<file path="src/rtl/mux_pipe_rr.sv">
// mux_pipe_rr: N input channels, each with its own DEPTH-entry FIFO, merged onto one ENA/RDY pipe.
// A round-robin arbiter drains the non-empty FIFOs one word per cycle; no input-to-output bypass.
module mux_pipe_rr #(
  parameter int WIDTH = 128,
  parameter int N     = 2,
  parameter int DEPTH = 2,
  parameter int CW    = (N > 1) ? $clog2(N) : 1
) (
  input  logic                              CLK,
  input  logic                              nRST,
  input  logic [N-1:0]                      in_enq__ENA,
  input  logic [N*WIDTH-1:0]                in_enq_v,
  output logic [N-1:0]                      in_enq__RDY,
  output logic                              out_enq__ENA,
  output logic [WIDTH-1:0]                  out_enq_v,
  output logic [CW-1:0]                     out_enq_chan,
  input  logic                              out_enq__RDY,
  output logic [N*($clog2(DEPTH)+1)-1:0]    occupancy
);

  localparam int AW   = $clog2(DEPTH);
  localparam int CNTW = AW + 1;
  localparam logic [CNTW-1:0] FULL = CNTW'(DEPTH);
  localparam logic [CW:0]     NCH  = (CW+1)'(N);

  logic [N-1:0]       w_req;
  logic [N-1:0]       w_enq;
  logic [N-1:0]       w_deq;
  logic [WIDTH-1:0]   w_head [N];
  logic [CW-1:0]      r_ptr;
  logic [CW-1:0]      w_grant;
  logic [CW:0]        w_idx;
  logic [CW:0]        w_next;
  logic               w_found;
  logic               w_any;
  logic               w_xfer;

  // Per-channel circular buffer; RDY comes from the registered count only,
  // so there is no combinational path from the downstream ready.
  for (genvar i = 0; i < N; i++) begin : g_ch
    logic [WIDTH-1:0] r_mem [DEPTH];
    logic [AW-1:0]    r_wrPtr;
    logic [AW-1:0]    r_rdPtr;
    logic [CNTW-1:0]  r_count;

    assign w_req[i]       = (r_count != '0);
    assign in_enq__RDY[i] = (r_count != FULL);
    assign w_enq[i]       = in_enq__ENA[i] & in_enq__RDY[i];
    assign w_deq[i]       = w_xfer & (w_grant == CW'(i));
    assign w_head[i]      = r_mem[r_rdPtr];
    assign occupancy[i*CNTW +: CNTW] = r_count;

    always_ff @(posedge CLK) begin
      if (w_enq[i]) begin
        r_mem[r_wrPtr] <= in_enq_v[i*WIDTH +: WIDTH];
      end
    end

    always_ff @(posedge CLK) begin
      if (!nRST) begin
        r_wrPtr <= '0;
        r_rdPtr <= '0;
        r_count <= '0;
      end else begin
        if (w_enq[i]) begin
          r_wrPtr <= r_wrPtr + AW'(1);
        end
        if (w_deq[i]) begin
          r_rdPtr <= r_rdPtr + AW'(1);
        end
        case ({w_enq[i], w_deq[i]})
          2'b10:   r_count <= r_count + CNTW'(1);
          2'b01:   r_count <= r_count - CNTW'(1);
          default: r_count <= r_count;
        endcase
      end
    end
  end

  // Scan channels starting at the round-robin pointer, wrapping past N-1.
  always_comb begin
    w_found = 1'b0;
    w_idx   = '0;
    w_grant = '0;
    for (int k = 0; k < N; k++) begin
      w_idx = {1'b0, r_ptr} + (CW+1)'(k);
      if (w_idx >= NCH) begin
        w_idx = w_idx - NCH;
      end
      if (!w_found && w_req[w_idx[CW-1:0]]) begin
        w_found = 1'b1;
        w_grant = w_idx[CW-1:0];
      end
    end
  end

  always_comb begin
    w_next = {1'b0, w_grant} + (CW+1)'(1);
    if (w_next >= NCH) begin
      w_next = '0;
    end
  end

  assign w_any        = |w_req;
  assign w_xfer       = nRST & w_any & out_enq__RDY;
  assign out_enq__ENA = w_xfer;
  assign out_enq_v    = w_any ? w_head[w_grant] : '0;
  assign out_enq_chan = w_grant;

  always_ff @(posedge CLK) begin
    if (!nRST) begin
      r_ptr <= '0;
    end else if (w_xfer) begin
      r_ptr <= w_next[CW-1:0];
    end
  end

endmodule

</file>
<file path="config.mk">
export PLATFORM = sky130hd
export DESIGN_NAME = mux_pipe_rr
export DESIGN_NICKNAME = d
export VERILOG_FILES = /design/src/rtl/mux_pipe_rr.sv
export SDC_FILE = /design/constraint.sdc
export NUM_CORES = 1
export LEC_CHECK = 0
export CORE_ASPECT_RATIO = 0.6
export CORE_MARGIN = 2
export CORE_UTILIZATION = 35
export CTS_CLUSTER_SIZE = 10
export DETAILED_ROUTE_END_ITERATION = 16
export DONT_BUFFER_PORTS = 1
export PLACE_DENSITY = 0.54
export SLEW_MARGIN = 20
export SYNTH_ARGS = -nofsm -noshare
export SYNTH_HDL_FRONTEND = slang
export SYNTH_SLANG_ARGS = --single-unit
</file>
<file path="constraint.sdc">
create_clock -name CLK -period 11.94 [get_ports CLK]
set_input_delay 1.791 -clock CLK [delete_from_list [all_inputs] [get_ports CLK]]
set_output_delay 1.791 -clock CLK [all_outputs]
set_load 0.03 [all_outputs]
</file>
==> results.md <==
- Status: complete, no violations
- Clock root buffer: sky130_fd_sc_hd__clkbuf_16
- Core Footprint: 59500 um^2
- Number of nets with antenna violations after routing: 0
- Max-slew headroom: 25.8%
- Critical-path cell with the highest stage delay: sky130_fd_sc_hd__o31ai_1
- Max capacitance violation total: 0
- Sequential area share after synthesis: 73.7%
- Synthesis-stage register bit count: 523
- Synth cell types: 32
- Count of yosys warnings during synthesis: 0
- Cells resized by post-CTS repair: 0
- Insertion delay of the later-clocked pin in the worst-skew pair: 600 ps
- Number of H-tree levels: 2
- Area growth from synthesis to final layout: 11.3%
- Fin Clk Skew: 18.2 ps
- Asr flop ratio synth: 0%
- Total design power: 6.46 mW
- Gate count after technology mapping: 1173
- Fin nets: 1426
- Endpoint kind of the worst setup timing path: primary output
- Leakage: 7.29 nW
- Final hold viol count: 0
- GRT Total Usage: 16.1%
- Kind of start point of the critical path: register
- Ports placed on the boundary: 397
- Row Count: 69
- Setup slack after layout: 5880 ps
- Post-synthesis instance area: 21200 um^2
- Initial core utilization: 35.6%
- Critical path buffers and inverters: 2
- Count of TritonRoute iterations in the first routing pass: 5
- Kind of critical path: reg -> out
- Met1 capacity usage during global routing: 20.2%
- Class of the worst hold path: reg -> reg
- Critical path fanouts, max: 56
- First-pass GRT wire length: 74700 um
- Vias after detailed routing: 10500
- Vias in the first global route: 10900
- Final clock period utilization by the worst path: 50.8%
- Maximum number of pins on one net before global-route repair: 131
- Setup Fix Bufs, Post-CTS: 0
- Initial antenna violation count: 5
- Final standard cell count with taps included and fillers excluded: 1986
- Buffers from clock root to sink, at most: 3
- Max Transition Viols Final: 0
- VDD IR-drop max: 0.254 mV
- Slew @ Worst Pin: 1110 ps
- Number of enable-type register cells in the synthesized netlist: 512
- Number of hold buffers added after CTS: 0
- Overall die area: 62500 um^2
- Mean Syn Cell Area: 18.0 um^2
- Starting DRT DRC Count: 585
- Leading post-synthesis cells by cell area: sky130_fd_sc_hd__edfxtp_1, sky130_fd_sc_hd__mux2_2, sky130_fd_sc_hd__mux2i_1, sky130_fd_sc_hd__o31ai_2, sky130_fd_sc_hd__nand3_1
- Post-synthesis net count: 1436
- Signal arrival time at the worst endpoint: 4270 ps
- Number of buffers added by the clock tree synthesis step: 58
- Final count of negative-setup-slack endpoints: 0
- Post-synth top cells: sky130_fd_sc_hd__edfxtp_1, sky130_fd_sc_hd__mux2i_1, sky130_fd_sc_hd__mux2_2, sky130_fd_sc_hd__nand3_1, sky130_fd_sc_hd__o31ai_2
- CTS tree: yes
- Final weighted congestion of routability-driven global placement: 0.747
- Cells traversed along the worst timing path: buf_4 -> buf_4 -> mux2i_1 -> o31ai_1
- Clock transition at the registers of the reported paths: 50 ps
- RSZ-0062 raised after global routing: false
- Placed Instances: 1884
- Met2 usage in global routing: 25.6%
- Dominant cell type by count on the critical path: sky130_fd_sc_hd__buf_4
- Cell family contributing the most delay on the critical path: buffers and inverters
- GR Layer Usage met3: 6.89%
- Peak-usage layer in the global routing report: met2
- Max stage delay on crit path: 890 ps
- Number of filler cells placed in the layout: 5358
- Via-to-Cell Ratio: 5.29
- Average wire length per cell after detail routing: 25.7 um
- Ratio of cells with drive above 1 in the final layout: 25.6%
- Share of the synthesized area in the top cell type: 72.7%
- Cell type with the largest total area after synthesis: sky130_fd_sc_hd__edfxtp_1
- Accumulated negative setup slack: 0 ps
- Clock period minus worst slack: 6060 ps
- Number of buffers inserted by port buffering: 0
- Most frequently used cell type in the post-synthesis netlist: sky130_fd_sc_hd__edfxtp_1
- Remaining routing DRC violations: 0
- Achievable frequency: 165 MHz
- Height of the die: 194 um
- HPWL after detailed placement: 30700 um
- Design area: 23500 um^2
- Required time of the critical path: 10150 ps
- Power Density: 274 nW/um^2
- Multi-input logic area: 5130 um^2
- Area post-placement: 21900 um^2
- WL final: 51000 um
- Clock sink total: 523
- Worst setup slack before clock tree synthesis: 6450 ps
- Primary FF master, synth: sky130_fd_sc_hd__edfxtp_1
- Die X: 321 um
- Sequential Area: 15600 um^2
- Global route overflow: 0
==> registers in the layout (all words and copies together) (netlist names), named ones only <==
name,cells
g_ch.r_count,4
r_ptr,1
g_ch.r_wrPtr,2
g_ch.r_mem,512
g_ch.r_rdPtr,2
==> power breakdown <==
group | switching [mW] | total, mW | leakage, nW | internal (mW)
sequential | 0.0982 | 2.38 | 4.88 | 2.28
combinational | 1.90 | 2.48 | 1.62 | 0.571
clock | 0.676 | 1.61 | 0.789 | 0.929
==> cell type report <==
cell class	count	area share [%]
Antenna cell	4	0.0425
Clock buffer	96	6.86
Clock inverter	2	0.165
Inverter	3	0.0904
Multi-Input combinational cell	560	21.8
Sequential cell	523	66.3
Tap cell	781	4.15
Timing Repair Buffer	17	0.611
==> cell families (layout without fill, tap and decap cells) <==
family                     Yosys count  in the layout  share of synthesized area [%]
AOI/OAI and AO/OA                  140            140                           7.02
DFF                                523            523                           73.7
other                                0              4                              0
adders and majority gates            2              2                          0.118
and+or+nand+nor                    154            154                           3.73
xor gates and xnor gates             4              4                          0.166
buffers and inverters               90            118                           2.18
muxes                              260            260                           13.1
==> worst paths after layout <==
path / start / end / slack, ps / cells after the start
worst min register to register: g_ch[1].r_rdPtr$_SDFFE_PN0P_ / register / 470 / 2
worst max-delay path: register / out_enq_v[118] / 5880 / 4
worst max register to register: g_ch[0].r_count[1]$_SDFFE_PN0P_ / g_ch[0].r_count[1]$_SDFFE_PN0P_ / 7880 / 8
worst min-delay path: g_ch[1].r_rdPtr$_SDFFE_PN0P_ / register / 470 / 2
==> worst reg2reg max path, stage by stage, from the launching register on <==
cell and delay, ps:
sky130_fd_sc_hd__dfxtp_1 540, sky130_fd_sc_hd__o21bai_4 260, sky130_fd_sc_hd__buf_12 530, sky130_fd_sc_hd__and2_4 690
sky130_fd_sc_hd__buf_4 820, sky130_fd_sc_hd__nor3_1 270, sky130_fd_sc_hd__ha_1 370, sky130_fd_sc_hd__or3_1 350
sky130_fd_sc_hd__a21oi_1 160
==> layout by cell type (no fill, tap or decap), types with 6 or more instances in the layout <==
master / n
sky130_fd_sc_hd__a21oi_1: 6
sky130_fd_sc_hd__buf_4: 15
sky130_fd_sc_hd__clkbuf_1: 37
sky130_fd_sc_hd__clkbuf_16: 59
sky130_fd_sc_hd__dfxtp_1: 9
sky130_fd_sc_hd__edfxtp_1: 512
sky130_fd_sc_hd__mux2_2: 128
sky130_fd_sc_hd__mux2i_1: 132
sky130_fd_sc_hd__nand3_1: 128
sky130_fd_sc_hd__o31ai_1: 38
sky130_fd_sc_hd__o31ai_2: 90
==> layer usage <==
metal  vias up  routed length, um  share of wire (%)
met5         -                 42              0.082
met4         6                976                1.9
met3        74               4830                9.5
met2       307              24000                 47
met1      5453              21200                 42
li1       4675                  -                  -
==> metrics by stage <==
| step | hold slack, ps | utilization (%) |
|---|---|---|
| global placement | 458 | 36.8 |
| floorplan | 452 | - |
| global route | 510 | 39.6 |
| detailed placement | 472 | 36.8 |
| finish | 471 | 39.6 |
| CTS | 480 | 39.6 |
(Power assumes the default switching activity.)
